## config.mk

```make
export PLATFORM = sky130hd
export DESIGN_NAME = port_uart_tx_flat
export DESIGN_NICKNAME = d
export VERILOG_FILES = /design/src/rtl/port_uart_tx_pkg.sv /design/src/rtl/port_uart_tx_if.sv /design/src/rtl/port_uart_tx_baud.sv /design/src/rtl/port_uart_tx.sv /design/src/flat_wrapper.sv
export SDC_FILE = /design/constraint.sdc
export NUM_CORES = 1
export LEC_CHECK = 0
export ABC_AREA = 1
export ABC_CLOCK_PERIOD_IN_PS = 2100
export BUFFER_PORTS_ARGS = -buffer_cell sky130_fd_sc_hd__buf_2
export CORE_MARGIN = 4
export CORE_UTILIZATION = 56
export DETAILED_ROUTE_END_ITERATION = 10
export PLACE_DENSITY_LB_ADDON = 0.2
export SYNTH_ARGS = -nofsm -noshare
export SYNTH_HDL_FRONTEND = slang
export SYNTH_HIERARCHICAL = 1
export SYNTH_SLANG_ARGS = --single-unit
```

## constraint.sdc

```tcl
create_clock -name clk -period 2.1 [get_ports clk]
set_clock_uncertainty 0.1 [all_clocks]
set_input_delay 0.105 -clock clk [delete_from_list [all_inputs] [get_ports clk]]
set_output_delay 0.105 -clock clk [all_outputs]
set_load 0.05 [all_outputs]
```

## src/rtl/port_uart_tx_pkg.sv

```systemverilog
// Shared definitions for the processor's port peripherals: transmitter
// state encoding plus status and control register bit positions.
package procesor_pkg;

    typedef enum logic [1:0] {
        IDLE,
        START,
        DATA,
        STOP
    } tx_state_t;

    // Status byte bit positions; bits [7:6] read as 0.
    localparam int ST_HOLD = 0;
    localparam int ST_BUSY = 1;
    localparam int ST_DONE = 2;
    localparam int ST_OVR  = 3;
    localparam int ST_EN   = 4;
    localparam int ST_IE   = 5;

    // Control byte bit positions; all other bits are ignored.
    localparam int CTRL_EN = 0;
    localparam int CTRL_IE = 1;

endpackage

```

## src/rtl/port_uart_tx_if.sv

```systemverilog
// Port bus between the core (master) and the UART transmitter (slave):
// accumulator data, write strobes, flag clear, serial line and status.
interface port_uart_tx_if;

    logic [7:0] dane;
    logic       wr_dane;
    logic       wr_ctrl;
    logic       clear_flags;
    logic       tx;
    logic [7:0] status;
    logic       tx_int;

    modport master (
        output dane, wr_dane, wr_ctrl, clear_flags,
        input  tx, status, tx_int
    );

    modport slave (
        input  dane, wr_dane, wr_ctrl, clear_flags,
        output tx, status, tx_int
    );

endinterface

```

## src/rtl/port_uart_tx_baud.sv

```systemverilog
// Bit-period divider: counts CLK_DIV-1 down to 0, ticks while at 0 and
// reloads. i_load restarts a period; i_hold parks the counter at 0.
module dzielnik_baud #(
    parameter int CLK_DIV = 16
) (
    input  logic clk,
    input  logic rst,
    input  logic i_load,
    input  logic i_hold,
    output logic o_tick
);

    localparam int            CW    = $clog2(CLK_DIV);
    localparam logic [CW-1:0] C_TOP = CW'(CLK_DIV - 1);

    logic [CW-1:0] r_count;

    // Down-counter with load priority over hold, auto-reload on expiry.
    // NOTE: clocked state uses non-blocking (<=) so every register samples
    // pre-edge values and simulation matches the synthesized flops.
    always_ff @(posedge clk or negedge rst) begin
        if (!rst) begin
            r_count <= '0;
        end else if (i_load) begin
            r_count <= C_TOP;
        end else if (i_hold) begin
            r_count <= '0;
        end else if (r_count == '0) begin
            r_count <= C_TOP;
        end else begin
            r_count <= r_count - CW'(1);
        end
    end

    assign o_tick = (r_count == '0);

endmodule

```

## src/rtl/port_uart_tx.sv

```systemverilog
// 8N1 serial transmitter on the processor port bus: holding register,
// LSB-first shifter, sticky DONE/OVR flags and a one-cycle interrupt.
module port_uart_tx
    import procesor_pkg::*;
#(
    parameter int CLK_DIV = 16,
    parameter int D_WIDTH = 8
) (
    input  logic           clk,
    input  logic           rst,
    port_uart_tx_if.slave  bus
);

    localparam int            BW     = $clog2(D_WIDTH);
    localparam logic [BW-1:0] C_LAST = BW'(D_WIDTH - 1);

    tx_state_t          r_state;
    tx_state_t          w_next;
    logic [D_WIDTH-1:0] r_hold;
    logic [D_WIDTH-1:0] r_shift;
    logic [BW-1:0]      r_bit_idx;
    logic               r_hold_full;
    logic               r_done;
    logic               r_ovr;
    logic               r_en;
    logic               r_ie;
    logic               r_tx;
    logic               r_tx_int;
    logic               w_tick;
    logic               w_load;
    logic               w_shift;
    logic               w_frame_end;
    logic [7:0]         w_status;

    dzielnik_baud #(.CLK_DIV(CLK_DIV)) u_baud (
        .clk    (clk),
        .rst    (rst),
        .i_load (w_load),
        .i_hold (w_next == IDLE),
        .o_tick (w_tick)
    );

    // State register.
    always_ff @(posedge clk or negedge rst) begin
        if (!rst) r_state <= IDLE;
        else      r_state <= w_next;
    end

    // Next state and per-cycle strobes: load, shift, end of stop bit.
    // NOTE: every output gets a default first so no path leaves one
    // unassigned, which would otherwise infer a latch.
    always_comb begin
        w_next      = r_state;
        w_load      = 1'b0;
        w_shift     = 1'b0;
        w_frame_end = 1'b0;
        case (r_state)
            IDLE: begin
                if (r_en && r_hold_full) begin
                    w_load = 1'b1;
                    w_next = START;
                end
            end
            START: begin
                if (w_tick) w_next = DATA;
            end
            DATA: begin
                if (w_tick) begin
                    w_shift = 1'b1;
                    if (r_bit_idx == C_LAST) w_next = STOP;
                end
            end
            STOP: begin
                if (w_tick) begin
                    w_frame_end = 1'b1;
                    // Chain straight into the next start bit when a byte waits.
                    if (r_en && r_hold_full) begin
                        w_load = 1'b1;
                        w_next = START;
                    end else begin
                        w_next = IDLE;
                    end
                end
            end
            default: w_next = IDLE;
        endcase
    end

    // Holding register, shifter, control and sticky flags; sets beat clears.
    always_ff @(posedge clk or negedge rst) begin
        if (!rst) begin
            r_hold      <= '0;
            r_hold_full <= 1'b0;
            r_shift     <= '0;
            r_bit_idx   <= '0;
            r_en        <= 1'b0;
            r_ie        <= 1'b0;
            r_done      <= 1'b0;
            r_ovr       <= 1'b0;
        end else begin
            if (bus.wr_ctrl) begin
                r_en <= bus.dane[CTRL_EN];
                r_ie <= bus.dane[CTRL_IE];
            end
            // A write in the transfer cycle refills the slot being vacated.
            if (bus.wr_dane && (!r_hold_full || w_load)) begin
                r_hold      <= bus.dane;
                r_hold_full <= 1'b1;
            end else if (w_load) begin
                r_hold_full <= 1'b0;
            end
            if (w_load) begin
                r_shift   <= r_hold;
                r_bit_idx <= '0;
            end else if (w_shift) begin
                r_shift   <= r_shift >> 1;
                r_bit_idx <= r_bit_idx + BW'(1);
            end
            if (bus.clear_flags) begin
                r_done <= 1'b0;
                r_ovr  <= 1'b0;
            end
            if (w_frame_end) r_done <= 1'b1;
            if (bus.wr_dane && r_hold_full && !w_load) r_ovr <= 1'b1;
        end
    end

    // Registered line driver and interrupt pulse.
    always_ff @(posedge clk or negedge rst) begin
        if (!rst) begin
            r_tx     <= 1'b1;
            r_tx_int <= 1'b0;
        end else begin
            case (r_state)
                START:   r_tx <= 1'b0;
                DATA:    r_tx <= r_shift[0];
                default: r_tx <= 1'b1;
            endcase
            r_tx_int <= w_frame_end && r_ie;
        end
    end

    // Status byte assembled for the port read mux.
    always_comb begin
        w_status          = '0;
        w_status[ST_HOLD] = r_hold_full;
        w_status[ST_BUSY] = (r_state != IDLE);
        w_status[ST_DONE] = r_done;
        w_status[ST_OVR]  = r_ovr;
        w_status[ST_EN]   = r_en;
        w_status[ST_IE]   = r_ie;
    end

    assign bus.tx     = r_tx;
    assign bus.tx_int = r_tx_int;
    assign bus.status = w_status;

endmodule

```

## src/flat_wrapper.sv

```systemverilog
// flat-port wrapper written by rule: the top's interface ports become plain ports
module port_uart_tx_flat import procesor_pkg::*;
#(
    parameter int CLK_DIV = 16,
    parameter int D_WIDTH = 8
)
  (clk, rst, bus_dane, bus_wr_dane, bus_wr_ctrl, bus_clear_flags, bus_tx, bus_status, bus_tx_int);
  port_uart_tx_if bus_i ();
  input  logic clk;
  input  logic rst;
  input wire logic [$bits(bus_i.dane)-1:0] bus_dane;
  input wire logic [$bits(bus_i.wr_dane)-1:0] bus_wr_dane;
  input wire logic [$bits(bus_i.wr_ctrl)-1:0] bus_wr_ctrl;
  input wire logic [$bits(bus_i.clear_flags)-1:0] bus_clear_flags;
  output wire logic [$bits(bus_i.tx)-1:0] bus_tx;
  output wire logic [$bits(bus_i.status)-1:0] bus_status;
  output wire logic [$bits(bus_i.tx_int)-1:0] bus_tx_int;
  assign bus_i.dane = bus_dane;
  assign bus_i.wr_dane = bus_wr_dane;
  assign bus_i.wr_ctrl = bus_wr_ctrl;
  assign bus_i.clear_flags = bus_clear_flags;
  assign bus_tx = bus_i.tx;
  assign bus_status = bus_i.status;
  assign bus_tx_int = bus_i.tx_int;
  port_uart_tx #(.CLK_DIV(CLK_DIV), .D_WIDTH(D_WIDTH)) u_core (.clk(clk), .rst(rst), .bus(bus_i));
endmodule
```

; ---- Word level (Yosys, flattened, before mapping)
; Index checks and enable logic that the tools add are counted.
[totals]
reg_bits = 32
input_bits = 13
output_inout_bits = 10
wordCells = 60
[classes]
n_addsub = 2
eq_ne = 4
n_mux = 26
reduce_logical = 16
[op_table]
columns = op, count
row1 = $mux W8, 2
row2 = $mux W4, 3
row3 = $mux W1, 11
row4 = $mux W2, 5
row5 = $reduce_bool A2 Y1, 5
row6 = $pmux W2 S4, 1
row7 = $mux W3, 2
row8 = $logic_and A1 B1 Y1, 5
row9 = $eq A2 B2 Y1 const B, 2
row10 = $logic_not A2 Y1, 2
row11 = $logic_not A4 Y1, 1
row12 = $pmux W1 S2, 2
row13 = $sub A4 B1 Y4 const B, 1
row14 = $add A3 B1 Y3 const B, 1
row15 = $eq A3 B3 Y1 const B, 1
row16 = $eq A2 B1 Y1 const B, 1
row17 = $logic_not A1 Y1, 2
row18 = $logic_or A1 B1 Y1, 1

; ---- Logic depth before layout (Yosys ltp)
[logic_depth]
depth_word = 7
depth_mapped = 13
ltp_nobuf = 13

; ---- By module
; Netlist, hierarchy kept.
[by_module_without_submodules]
columns = mod, n_inst, cells_per_inst, area_per_inst_um2, seq_area_each_um2
row1 = port_uart_tx, 1, 164, 1377.6, 701.9
row2 = dzielnik_baud, 1, 27, 219.0, 100.1

; ---- Worst setup path after synthesis
; No wires, ideal clock.
[synth_path]
path_kind = register -> register
from = register u_core.r_state[0]
to = register u_core.r_hold[0]
setup_ps = 116
t_arrival_ps = 1612
required_ps = 1884
slack_ps = 272
path_stages_with_launch = 10
path_buffers = 1
period_less_slack_ps = 1828
path_cell_list = dfrtp_1 inv_1 ha_1 inv_1 nand2_1 nand2_2 nand2_2 buf_6 nand3_1 nand2_1
[synth_between]
elab_chain_len = 4
word_cells_on_any_way = 5
cone_classes = 1 x eq/ne / 1 x mux / 3 x reduce/logical
[synth_lines]
columns = element, line
row1 = start: declaration, port_uart_tx.sv:17  ; tx_state_t r_state;
row2 = start signal: assignment, port_uart_tx.sv:46  ; else r_state <= w_next;
row3 = $eq A2 B2 Y1 / $logic_not A2 Y1 (equally long branches), port_uart_tx.sv:57  ; case (r_state)
row4 = $pmux W1 S2 *, port_uart_tx.sv:57
row5 = $logic_or A1 B1 Y1 *, port_uart_tx.sv:106  ; if (bus.wr_dane && (!r_hold_full || w_load)) begin
row6 = $logic_and A1 B1 Y1 *, port_uart_tx.sv:106
row7 = end signal: assignment, port_uart_tx.sv:107  ; r_hold <= bus.dane;
row8 = end: declaration, port_uart_tx.sv:19  ; logic [D_WIDTH-1:0] r_hold;
; Mark *: on every way between the ends. The rest lies on a longest branch, timed or not.
; A chain may end at the register's enable or synchronous reset.

; ---- Worst setup path in the final report
[layout_path]
from = register u_core.u_baud.r_count[0]
to = register u_core.u_baud.r_count[3]
[layout_between]
elab_chain_len = 6
word_cells_on_any_way = 12
cone_classes = 1 x add/sub / 9 x mux / 2 x reduce/logical
[layout_lines]
columns = element, line
row1 = start: declaration, port_uart_tx_baud.sv:16  ; logic [CW-1:0] r_count;
row2 = start signal: assignment, port_uart_tx_baud.sv:31  ; r_count <= r_count - CW'(1);
row3 = $logic_not A4 Y1 *, port_uart_tx_baud.sv:35  ; assign o_tick = (r_count == '0);
row4 = net u_core.w_tick, port_uart_tx.sv:29  ; logic w_tick;
row5 = "$mux W2, on equally long branches", "port_uart_tx.sv:74, port_uart_tx.sv:65, port_uart_tx.sv:68"
row6 = $pmux W2 S4 *, port_uart_tx.sv:57
row7 = net u_core.w_next[1], port_uart_tx.sv:18  ; tx_state_t w_next;
row8 = $logic_not A2 Y1 *, port_uart_tx.sv:39  ; .i_hold (w_next == IDLE),
row9 = $mux W4 *, port_uart_tx_baud.sv:26  ; end else if (i_hold) begin
row10 = $mux W4 *, port_uart_tx_baud.sv:24  ; end else if (i_load) begin
; Mark *: on every way through the listed nets, which the timed path passes. The rest lies on a longest branch.

==> metrics.md <==
| Metric | Value |
|---|---|
| Combinational Power Share | 44.0% |
| Max cap viols | 0 |
| Clock share of power | 13.5% |
| Total grt overflow | 0 |
| Synth unique cells | 22 |
| Final #Nets | between 200 and 250 |
| Worst EP arrival | 2.03 ns |
| Std-Cell Core Area | roughly 2700 um^2 |
| Total track usage | roughly a fifth |
| Psw | 1.032 mW |
| Post-Syn Instances | 191 |
| Post-route non-filler standard cell count | 254 |
| Seq pwr share | 42.5% |
| Area growth from synthesis to layout | 15.91% |
| Startpoint types | flop |
| CP required | 2.23 ns |
| Final setup violation count | 0 |
| Cts bufs inserted | 5 |
| Max Freq | 525.6 MHz |
| Worst reg2reg path startpoint | u_core/u_baud/r_count[0] |
| Internal Power | 1.349 mW |
| Final Hold Fails | 0 |
| ANT cells | 0 |
| CTS max path bufs | 2 |
| Post-DP HPWL | 2094 um |
| Max_slew headroom | 53.73% |
| Average routed wire per standard cell | between 10 and 15 um |
| First-pass GRT wire length | between 5000 and 6000 um |
| Placed instance area | 1669 um^2 |
| Post-Route WL | 3062 um |
| Worst hold slack | roughly 0.25 ns |
| Area occupied by multi-input gates | 628.1 um^2 |
| First-pass DRT Iterations | 4 |
| Most frequent cells in the layout | 60 x nand2_1, 31 x dfrtp_1, 25 x nand3_1 |
| Mean Syn Cell Area | roughly 8.4 um^2 |
| Syn. warnings | 6 |
| Setup CP Type | reg -> reg |
| Die H | just over 60 um |
| Largest net degree at the start of global routing | 33 |
| Commonest non-fill, non-tap cell in the layout | nand2_1 |
| CP Capture Type | flop |
| Antenna Nets Post-Route | 0 |
| Initial Util | 58.40% |
| PortBufs | 20 |
| Power consumption | 2.381 mW |
| DRC | 0 |
| Layout cells sized above 1 | ~16% |
| CTS tree | yes |
| Die ar. | 3769 um^2 |
| Register area | 802.0 um^2 |
| CTS HTree Levels | 2 |
| Vias in the first global route | 1239 |
| Root Buffer | clkbuf_4 |
| Worst-skew pair later-pin latency | 0.33 ns |
| Vias/cell | 5.126 |
| Post-route cell area | about 1900 um^2 |
| Io pins | 23 |
| Sequential share of the synthesized area | 50.24% |
| Final worst slack | just under 0.2 ns |
| Maximum fanout along the worst path | 4 |
| Clock Sinks | 32 |
| Peak supply drop | 921.9 uV |
| #FFs+latches synth | 32 |
| Final Max Tran Viols | 0 |
| Final min period | 1.903 ns |
| Initial antenna violation count | 0 |
| Final Wtd Congestion | 0.7822 |
| Static Leakage | a little over 1 nW |
| Placed insts | 234 |
| DR iter-0 viols | 47 |
| Net Sw Frac | a little over two fifths |
| Power per cell area | 1286 nW/um^2 |
| Total Negative Setup Slacks | 0 ns |
| Crit share post-route | about 90% |
| Crit path launch | u_core/u_baud/r_count[0] |
| Pre-CTS setup slack | 0.2363 ns |
| Min-Delay Path Class | in -> async |
| # rows | 19 |
| Post-Synthesis Cell Area | 1597 um^2 |
| Clock Pin Slew Worst Setup and Hold Paths | 0.09 ns |
| Outcome | finished, final reports clean |
| RSZ-0062 raised after global routing | false |
| Post-layout util | between 60% and 70% |
| Worst-margin pin slew | 0.6941 ns |
| Horiz. Die Dim | a little over 60 um |
| Number of fill cells | approximately 230 |
| Via count | 1302 |
## logic make-up (layout without fill, tap and decap cells)
logic type / after synthesis / count (layout) / synth area share [%]
AOI/OAI and AO/OA: 13 / 13 / 4.389
xor gates and xnor gates: 2 / 2 / 1.097
adders and majority gates: 8 / 8 / 6.270
buffers and inverters: 35 / 66 / 10.97
DFF: 32 / 32 / 50.24
muxes: 1 / 1 / 0.7053
other: 1 / 2 / 0.2349
and+or+nand+nor: 99 / 99 / 26.10
## worst paths after layout
path	to	slack (ns)	cells past startpoint
hold / removal	u_core/u_baud/r_count[1]	0.25	2
min in group clk	u_core/u_baud/r_count[0]	0.37	1
setup / recovery	u_core/u_baud/r_count[3]	0.20	13
hold reg to reg	u_core/u_baud/r_count[0]	0.37	1
max in group asynchronous	u_core/r_shift[4]	1.20	2
setup reg to reg	u_core/u_baud/r_count[3]	0.20	13
## routing by layer
layer	track usage [%]	routed length [um]
met5	0	0
met1	20.08	1230
met2	33.84	1638
met4	10.00	51
met3	4.403	141
## cells in the mapped netlist
cell type / number / share of area, %
nand2_1: 60 / 14
dfrtp_1: 31 / 49
nand3_1: 25 / 7.8
inv_1: 23 / 5.4
o21ai_0: 10 / 3.1
nor2_1: 9 / 2.1
ha_1: 8 / 6.3
buf_4: 7 / 3.3
nand2_2: 3 / 1.2
buf_2: 2 / 0.63
buf_6: 2 / 1.4
a21oi_1: 1 / 0.31
a21oi_2: 1 / 0.55
clkinv_1: 1 / 0.23
conb_1: 1 / 0.23
dfstp_2: 1 / 1.6
mux2_2: 1 / 0.71
nand3b_1: 1 / 0.47
nor2_2: 1 / 0.39
o22ai_1: 1 / 0.39
xnor2_1: 1 / 0.55
xor2_1: 1 / 0.55
## power by group through the flow
stage | Sequential, mW | Clock, mW | Combinational [mW]
finish | 1.01 | 0.321 | 1.05
global route | 1.04 | 0.357 | 1.18
CTS | 1.01 | 0.330 | 1.04
detailed placement | 1.02 | 0 | 1.02
global placement | 1.02 | 0 | 0.979
floorplan | 1.02 | 0 | 0.840
## flip-flops by register name, summed over array words and instances, names as in the netlist
register	cells
u_core/r_state	2
u_core/r_bit_idx	3
u_core/r_hold_full	1
u_core/r_shift	8
u_core/bus.tx	1
u_core/bus.tx_int	1
u_core/r_hold	8
u_core/r_done	1
u_core/u_baud/r_count	4
u_core/r_en	1
u_core/r_ie	1
u_core/r_ovr	1
## critical path: stages (launching register included)
cell and delay (ns):
dfrtp_1 0.39, inv_1 0.12, ha_1 0.20, nand2_1 0.08, inv_1 0.12, inv_1 0.08
nand2_1 0.08, nand3b_1 0.09, nand2_1 0.08, nand2_1 0.06, nor2_1 0.18, inv_1 0.08
nand3_1 0.09, nand2_1 0.05
## area by class of cell
type	instances	share of cell area, %
clock buffers	6	2.231
clock inverters	1	0.2705
inverters	24	4.868
multi-input cells	125	33.94
flip-flops and latches	32	43.34
well taps	31	2.096
repair buffers	35	13.25
## repair_timing
| item | in CTS | in global routing |
|---|---|---|
| endpoints found under the setup margin | 0 | 1 |
| buffers inserted | 0 | 0 |
| gates resized for setup | 0 | 1 |
| endpoints found under the hold margin | 44 | 0 |
| hold buffers | 13 | 0 |
Power figures use the tool's default switching activity.
